$ cat src/rtl/mc51_mem_ctrl_pkg.sv
// Purpose : shared FSM state encodings, request types and default wait-state constants
//           for the mc51 memory controller and the control unit that drives it.
// Contents: state_e, req_e, ROM_WAIT_DEF/RAM_WAIT_DEF, decode_req() strobe decoder.
package mc51_mem_ctrl_pkg;

    typedef enum logic [1:0] {
        ST_IDLE   = 2'd0,
        ST_ACCESS = 2'd1,
        ST_DATA   = 2'd2,
        ST_RESP   = 2'd3
    } state_e;

    typedef enum logic [1:0] {
        REQ_NONE  = 2'd0,
        REQ_FETCH = 2'd1,
        REQ_RAMRD = 2'd2,
        REQ_RAMWR = 2'd3
    } req_e;

    localparam int unsigned ROM_WAIT_DEF = 1;
    localparam int unsigned RAM_WAIT_DEF = 0;

    // Strobes are active low. rd_n and we_n low together is illegal and
    // decodes to no request; the caller flags it separately.
    function automatic req_e decode_req(input logic psen_n, input logic rd_n, input logic we_n);
        req_e r;
        r = REQ_NONE;
        if (!we_n && rd_n)
            r = REQ_RAMWR;
        else if (we_n && !rd_n && !psen_n)
            r = REQ_FETCH;
        else if (we_n && !rd_n && psen_n)
            r = REQ_RAMRD;
        return r;
    endfunction

endpackage

$ cat src/rtl/mc51_mem_ctrl.sv
// Purpose : single-access memory controller between the mc51 CU and synchronous ROM / internal RAM.
// Latency : read rdy in cycle W+3, write rdy in cycle 2 (cycle 0 = strobe sampled in IDLE).
// Ports   : CU side (i_psen_n/i_rd_n/i_we_n/i_addr/i_wdata -> o_rdata/o_data_rdy/o_busy/o_bus_err);
//           memory side (o_rom_*, i_rom_rdata, o_ram_*, i_ram_rdata). No backpressure: strobes
//           are ignored while busy except for a full release, which aborts the access.
module mc51_mem_ctrl
    import mc51_mem_ctrl_pkg::*;
#(
    parameter int unsigned ROM_WAIT = ROM_WAIT_DEF,
    parameter int unsigned RAM_WAIT = RAM_WAIT_DEF
) (
    input  logic        clk,
    input  logic        reset_n,
    // CU side
    input  logic        i_psen_n,
    input  logic        i_rd_n,
    input  logic        i_we_n,
    input  logic [15:0] i_addr,
    input  logic [7:0]  i_wdata,
    output logic [7:0]  o_rdata,
    output logic        o_data_rdy,
    output logic        o_busy,
    output logic        o_bus_err,
    // memory side
    output logic [15:0] o_rom_addr,
    output logic        o_rom_en,
    input  logic [7:0]  i_rom_rdata,
    output logic [7:0]  o_ram_addr,
    output logic        o_ram_en,
    output logic        o_ram_we,
    output logic [7:0]  o_ram_wdata,
    input  logic [7:0]  i_ram_rdata
);

    localparam logic [2:0] ROM_W3 = 3'(ROM_WAIT);
    localparam logic [2:0] RAM_W3 = 3'(RAM_WAIT);

    state_e      state_q, state_d;
    req_e        req_q;
    logic [15:0] addr_q;
    logic [7:0]  wdata_q;
    logic [2:0]  cnt_q, cnt_d;
    logic [7:0]  rdata_q;
    logic        rdy_q;
    logic        err_q;

    req_e        req_c;
    logic        accept_c;
    logic        abort_c;
    logic        bus_err_c;
    logic        capture_c;

    assign req_c     = decode_req(i_psen_n, i_rd_n, i_we_n);
    assign accept_c  = (state_q == ST_IDLE) && (req_c != REQ_NONE);
    assign bus_err_c = (state_q == ST_IDLE) && !i_we_n && !i_rd_n;
    // Full strobe release while an access is in flight cancels it.
    assign abort_c   = i_psen_n && i_rd_n && i_we_n;
    // Read data is taken on the edge that ends the last DATA cycle, unless aborted there.
    assign capture_c = (state_q == ST_DATA) && (cnt_q == 3'd0) && !abort_c;

    // State register and datapath latches
    always_ff @(posedge clk or negedge reset_n) begin
        if (!reset_n) begin
            state_q <= ST_IDLE;
            cnt_q   <= 3'd0;
            req_q   <= REQ_NONE;
            addr_q  <= 16'h0000;
            wdata_q <= 8'h00;
            rdata_q <= 8'h00;
            rdy_q   <= 1'b0;
            err_q   <= 1'b0;
        end else begin
            state_q <= state_d;
            cnt_q   <= cnt_d;
            rdy_q   <= (state_d == ST_RESP);
            err_q   <= bus_err_c;
            if (accept_c) begin
                req_q   <= req_c;
                addr_q  <= i_addr;
                wdata_q <= i_wdata;
            end
            if (capture_c)
                rdata_q <= (req_q == REQ_FETCH) ? i_rom_rdata : i_ram_rdata;
        end
    end

    // Next-state logic
    always_comb begin
        state_d = state_q;
        cnt_d   = cnt_q;
        case (state_q)
            ST_IDLE: begin
                if (accept_c)
                    state_d = ST_ACCESS;
            end
            ST_ACCESS: begin
                if (abort_c) begin
                    state_d = ST_IDLE;
                end else if (req_q == REQ_RAMWR) begin
                    state_d = ST_RESP;
                end else begin
                    state_d = ST_DATA;
                    cnt_d   = (req_q == REQ_FETCH) ? ROM_W3 : RAM_W3;
                end
            end
            ST_DATA: begin
                if (abort_c)
                    state_d = ST_IDLE;
                else if (cnt_q == 3'd0)
                    state_d = ST_RESP;
                else
                    cnt_d = cnt_q - 3'd1;
            end
            ST_RESP: begin
                state_d = ST_IDLE;
            end
            default: begin
                state_d = ST_IDLE;
            end
        endcase
    end

    // Output decode: enables follow state and latched request only, never the live strobes.
    always_comb begin
        o_rom_en = 1'b0;
        o_ram_en = 1'b0;
        o_ram_we = 1'b0;
        case (state_q)
            ST_ACCESS: begin
                o_rom_en = (req_q == REQ_FETCH);
                o_ram_en = (req_q == REQ_RAMRD) || (req_q == REQ_RAMWR);
                o_ram_we = (req_q == REQ_RAMWR);
            end
            ST_DATA: begin
                o_rom_en = (req_q == REQ_FETCH);
                o_ram_en = (req_q == REQ_RAMRD);
            end
            default: begin
                o_rom_en = 1'b0;
                o_ram_en = 1'b0;
                o_ram_we = 1'b0;
            end
        endcase
    end

    assign o_busy      = (state_q != ST_IDLE);
    assign o_data_rdy  = rdy_q;
    assign o_bus_err   = err_q;
    assign o_rdata     = rdata_q;
    assign o_rom_addr  = addr_q;
    assign o_ram_addr  = addr_q[7:0];
    assign o_ram_wdata = wdata_q;

endmodule

$ cat config.mk
export PLATFORM = sky130hd
export DESIGN_NAME = mc51_mem_ctrl
export DESIGN_NICKNAME = d
export VERILOG_FILES = /design/src/rtl/mc51_mem_ctrl_pkg.sv /design/src/rtl/mc51_mem_ctrl.sv
export SDC_FILE = /design/constraint.sdc
export NUM_CORES = 1
export LEC_CHECK = 0
export ABC_AREA = 1
export BUFFER_PORTS_ARGS = -buffer_cell sky130_fd_sc_hd__buf_2
export CORE_ASPECT_RATIO = 1.5
export CORE_MARGIN = 2
export CORE_UTILIZATION = 30
export DETAILED_ROUTE_END_ITERATION = 12
export PLACE_DENSITY = 0.61
export SKIP_LAST_GASP = 1
export SLEW_MARGIN = 30
export SYNTH_ARGS = -nofsm -noshare
export SYNTH_HDL_FRONTEND = slang
export SYNTH_SLANG_ARGS = --single-unit
$ cat constraint.sdc
create_clock -name clk -period 4.5 [get_ports clk]
set_input_delay 0.225 -clock clk [delete_from_list [all_inputs] [get_ports clk]]
set_output_delay 0.225 -clock clk [all_outputs]
set_load 0.02 [all_outputs]
# After elaboration in Yosys (flattened, before gate mapping)
# Index checks and enable logic that the tools add are counted.
dict set report op_classes {
  muxes 19
  n_bitwise 0
  n_lt_le_gt_ge 0
  n_reduce_logical 23
  div_mod_pow 0
  mul 0
  shift 0
  n_addsub 1
  n_eq_ne 11
}
# cell count
set op_table {}
lappend op_table {{2-to-1 mux 2 bit} 7}
lappend op_table {{2-to-1 mux 3 bit} 4}
lappend op_table {{logical AND 1 bit} 11}
lappend op_table {{equality test 2 bit (second input constant)} 5}
lappend op_table {{2-to-1 mux 8 bit} 1}
lappend op_table {{!= test 2 bit (second input constant)} 4}
lappend op_table {{one-hot mux 2 bit (4 select lines)} 1}
lappend op_table {{one-hot mux 3 bit (2 select lines)} 1}
lappend op_table {{nonzero test 2 bit} 3}
lappend op_table {{AND reduction 5 bit} 1}
lappend op_table {{equality test 2 x 1 -> 1 bit (second input constant)} 2}
lappend op_table {{zero test 1 bit} 4}
lappend op_table {{2-to-1 mux 1 bit} 4}
lappend op_table {{zero test 3 bit} 1}
lappend op_table {{subtractor 3 x 1 -> 3 bit (second input constant)} 1}
lappend op_table {{zero test 2 bit} 1}
lappend op_table {{one-hot mux 1 bit (2 select lines)} 1}
lappend op_table {{OR reduction 2 bit} 1}
lappend op_table {{logical OR 1 bit} 1}
dict set report word_totals {
  input_bits 45
  mem_bits_rw 0
  latch_bits 0
  n_memories 0
  register_bits 41
  rom_bits 0
}

# Logic depth before layout (Yosys ltp)
dict set report logic_depth {
  word_depth 11
  mapped_depth 11
}

# Least setup slack after synthesis
# No wires, ideal clock.
dict set report synth_timing {
  path_kind {register to output}
  from {register state_q[0]}
  to {output port o_ram_en}
  setup_slack_ps 3000
  path_stages_with_launch 7
  n_path_buf 1
  arrival_ps 1275
  t_required_ps 4275
  path_cell_list {dfrtp_1 > inv_1 > ha_1 > buf_4 > or2_2 > nand3_1 > a21oi_1}
}
dict set report synth_via {
  elab_chain_len 2
  elab_cells_between_ends 3
}
# element line
set synth_lines {}
lappend synth_lines {{start, declared} mc51_mem_ctrl.sv:38} ;# state_e state_q, state_d;
lappend synth_lines {{start signal, assigned} mc51_mem_ctrl.sv:73} ;# state_q <= state_d;
lappend synth_lines {{equality test 2 bit / equality test 2 x 1 -> 1 bit (equally long branches)} mc51_mem_ctrl.sv:128} ;# case (state_q)
lappend synth_lines {{one-hot mux 1 bit (2 select lines) *} mc51_mem_ctrl.sv:128}
lappend synth_lines {{end, declared} mc51_mem_ctrl.sv:29} ;# output logic o_ram_en,
# Mark *: on every way between the ends. The rest lies on a longest branch, timed or not.

# Worst setup path in the final report
# Same ends and word-level chain as after synthesis.

==> flow_metrics.env <==
export IMPL_cts_resizes=0
export IMPL_critPathSlowestCell="sky130_fd_sc_hd__dfrtp_1"
export IMPL_clock_power_share_pct=15.0
export IMPL_power_per_cell_area_nw_per_um2=760
export IMPL_detail_route_first_pass_iterations=4
export IMPL_areaGrowthSynthToFinish_pct=28.5
export IMPL_place_congestion=0.775
export IMPL_max_slew_margin_rel_pct=64.6
export IMPL_crit_arrival_ns=1.78
export IMPL_synth_flop_cell="sky130_fd_sc_hd__dfrtp_1"
export IMPL_cts_tree="yes"
export IMPL_ys_ff_latch=41
export IMPL_cts_htree_levels=2
export IMPL_share_of_post_route_cells_with_drive_strength_above_1_pct=34.2
export IMPL_fp_dieH_um=102
export IMPL_detailroute_via_count=1734
export IMPL_maxClockFrequency_mhz=498
export IMPL_routedWlPerCell_um=12.3
export IMPL_worstSkewPairLatency_ns=0.29
export IMPL_switching_share_pct=46.0
export IMPL_critical_path_cell_chain="inv_1 > ha_1 > or2_2 > nand3_1 > a21oi_1 > buf_2"
export IMPL_count_of_flip_flops_with_a_built_in_enable_after_synthesis=0
export IMPL_cp_end_kind="primary output"
export IMPL_worst_path_buf_inv=2
export IMPL_synth_area_per_cell_um2=8.52
export IMPL_worst_hold_path_type="input port to flop"
export IMPL_post_synth_inst_count=227
export IMPL_global_route_usage_total_pct=13.6
export IMPL_cell_internal_power_w=0.00102
export IMPL_status="complete, no violations"
export IMPL_drc_errors=0
export IMPL_crit_required_ns=4.28
export IMPL_viasPerCell=4.52
export IMPL_tns_ns=0
export IMPL_synthDominantAreaCellType="sky130_fd_sc_hd__dfrtp_1"
export IMPL_detailedRoute_firstIterationViolations=122
export IMPL_count_of_clock_tree_sinks=41
export IMPL_postCtsSetupRepairBufs=0
export IMPL_synth_most_common_cell="sky130_fd_sc_hd__nand2_1"
export IMPL_cts_buffers_inserted=5
export IMPL_ys_top_cells_by_count="99 x sky130_fd_sc_hd__nand2_1, 41 x sky130_fd_sc_hd__dfrtp_1, 13 x sky130_fd_sc_hd__inv_1"
export IMPL_grt_start_max_net_pins=42
export IMPL_placedCellCount=376
export IMPL_rows=35
export IMPL_grt_remaining_overflow=0
export IMPL_critPathMaxStageDelay_ns=0.39
export IMPL_cts_max_path_buffers=2
export IMPL_clock_root_buffer="sky130_fd_sc_hd__clkbuf_8"
export IMPL_io_pins=91
export IMPL_grt_antenna_before_repair=0
export IMPL_hpwl_um=3510
export IMPL_cap_viol_max_count=0
export IMPL_timing_clock_skew_ns=0.00303
export IMPL_routed_wirelength_um=4730
export IMPL_min_period_over_period_pct=44.7
export IMPL_num_nets_final=361
export IMPL_grt_pass1_wl_um=7620
export IMPL_fin_cells=384
export IMPL_timing_worst_slew_pin_value_ns=0.532
export IMPL_placement_io_buffers=90
export IMPL_seq_power_share_pct=34.2
export IMPL_final_max_slew_viol_count=0
export IMPL_synthesized_netlist_net_count=278
export IMPL_start_util_pct=31.3
export IMPL_leading_post_synthesis_cells_by_cell_area="sky130_fd_sc_hd__dfrtp_1 53%, sky130_fd_sc_hd__nand2_1 19%, sky130_fd_sc_hd__buf_4 4.3%, sky130_fd_sc_hd__ha_1 3.9%, sky130_fd_sc_hd__inv_1 2.5%"
export IMPL_power_share_combinational_pct=50.8
export IMPL_die_area_um2=7110
export IMPL_synth_seq_area_share_pct=53.1
export IMPL_clk_transition_reported_paths_ns=0.08
export IMPL_synth_top_area_share_pct=53.1
export IMPL_net_switching_power_w=0.000869
export IMPL_power_leakage_nw=1.44
export IMPL_n_diodes=0
export IMPL_asyncSetResetFlopFracSynth_pct=100
export IMPL_ant_nets=0
export IMPL_ys_warn_count=0
export IMPL_hold_viol=0
export IMPL_first_global_vias=1600
export IMPL_critPathTopFamily="flip-flops"
export IMPL_cts_hold_buf=0
export IMPL_setup_violations_final=0
export IMPL_period_minus_slack_ns=2.01
export IMPL_synth_area_um2=1930
export IMPL_post_synth_num_cell_types=21
export IMPL_setup_repair_after_global_routing_missed_its_margin="false"
export IMPL_layout_filler_cells=645
export IMPL_coreArea_um2=6170
export IMPL_ir_drop_uv=230
export IMPL_crit_path_start_kind="flop"
export IMPL_floorplan_die_width_um=69.5
export IMPL_setup_worst_path_class="flop to primary output"
export IMPL_crit_fanout=9
[flip-flops by register name, summed over array words and instances, names as in the netlist]
signal,cells
cnt_q,3
o_bus_err,1
o_data_rdy,1
o_ram_wdata,8
o_rdata,8
o_rom_addr,16
req_q,2
state_q,2
[metrics by stage]
| stage | instance area (um^2) | setup slack, ns | power [W] | hold slack [ns] | util [%] |
|---|---|---|---|---|---|
| 2_1_floorplan | 1930 | 3.00 | 0.00136 | -0.0706 | - |
| 3_3_place_gp | 2370 | 2.72 | 0.00161 | 0.418 | 38.4 |
| 3_5_place_dp | 2370 | 2.66 | 0.00162 | 0.422 | 38.4 |
| 4_1_cts | 2470 | 2.49 | 0.00191 | 0.106 | 40.0 |
| 5_1_grt | 2480 | 2.38 | 0.00205 | 0.118 | 40.2 |
| 6_report | 2480 | 2.49 | 0.00189 | 0.124 | 40.2 |
[per-layer routing]
metal  track usage [%]  wire length [um]  part of all wire [%]
met4              5.88                91                   1.9
met3              3.16               235                   5.0
met5                 0                 0                     0
met1              16.3              1900                    40
met2              23.5              2510                    53
[worst reg2reg max path, cell delays in order, from the launching register on]
cell and delay [ns]:
sky130_fd_sc_hd__dfrtp_1 0.39, sky130_fd_sc_hd__inv_1 0.14, sky130_fd_sc_hd__ha_1 0.23, sky130_fd_sc_hd__nand3_4 0.27, sky130_fd_sc_hd__inv_2 0.43, sky130_fd_sc_hd__nand3_1 0.12, sky130_fd_sc_hd__o21a_1 0.13
[final timing paths]
path / start / to / slack [ns] / cells after the start
min: i_wdata[7] / o_ram_wdata[7] / 0.12 / 3
min reg2reg: o_ram_wdata[4] / o_ram_wdata[4] / 0.48 / 2
min in group asynchronous: reset_n / o_rdata[5] / 0.45 / 2
max: state_q[0] / o_ram_en / 2.49 / 6
max in group asynchronous: reset_n / cnt_q[2] / 3.68 / 2
max reg2reg: state_q[0] / req_q[0] / 2.69 / 6
[placed cells by master (no fill, tap or decap)]
cell and instances:
sky130_fd_sc_hd__o31ai_2 2, sky130_fd_sc_hd__dlygate4sd3_1 1, sky130_fd_sc_hd__nand3b_1 2, sky130_fd_sc_hd__or2_2 1, sky130_fd_sc_hd__o31ai_1 6, sky130_fd_sc_hd__nand3_1 7
sky130_fd_sc_hd__a21oi_1 9, sky130_fd_sc_hd__inv_2 3, sky130_fd_sc_hd__buf_2 89, sky130_fd_sc_hd__nand2_1 99, sky130_fd_sc_hd__clkbuf_8 5, sky130_fd_sc_hd__bufinv_16 1
sky130_fd_sc_hd__o21ai_0 7, sky130_fd_sc_hd__nor2_1 12, sky130_fd_sc_hd__buf_4 1, sky130_fd_sc_hd__o21a_1 1, sky130_fd_sc_hd__inv_1 13, sky130_fd_sc_hd__ha_1 6
sky130_fd_sc_hd__nand3_4 1, sky130_fd_sc_hd__nand2_2 1, sky130_fd_sc_hd__clkinv_2 1, sky130_fd_sc_hd__dfrtp_1 41, sky130_fd_sc_hd__nand3_2 1
[cell families (layout without fill, tap and decap cells)]
family,after synthesis,in the layout,synth area share (%)
fa+ha+maj,6,6,3.88
simple gates,124,124,26.2
flops,41,41,53.1
compound gates,25,25,8.15
buf+inv,31,114,8.67
[area by class of cell]
type / count / area (um^2) / share of cell area [%]
tap: 74 / 92.6 / 3.73
clock buffer: 5 / 68.8 / 2.77
timing repair buffer: 91 / 463 / 18.6
clock inverter: 2 / 35.0 / 1.41
multi-input combinational: 155 / 739 / 29.8
inverter: 16 / 60.1 / 2.42
sequential: 41 / 1030 / 41.3
[power groups by stage]
stage	registers, W	clock network (W)	logic, W
CTS	0.000651	0.000291	0.000972
detailed placement	0.000656	0	0.000969
global placement	0.000653	0	0.000955
global route	0.000671	0.000309	0.00107
finish	0.000647	0.000283	0.000959
floorplan	0.000813	0	0.000548
Note: power is estimated with default switching activity, not from simulation.
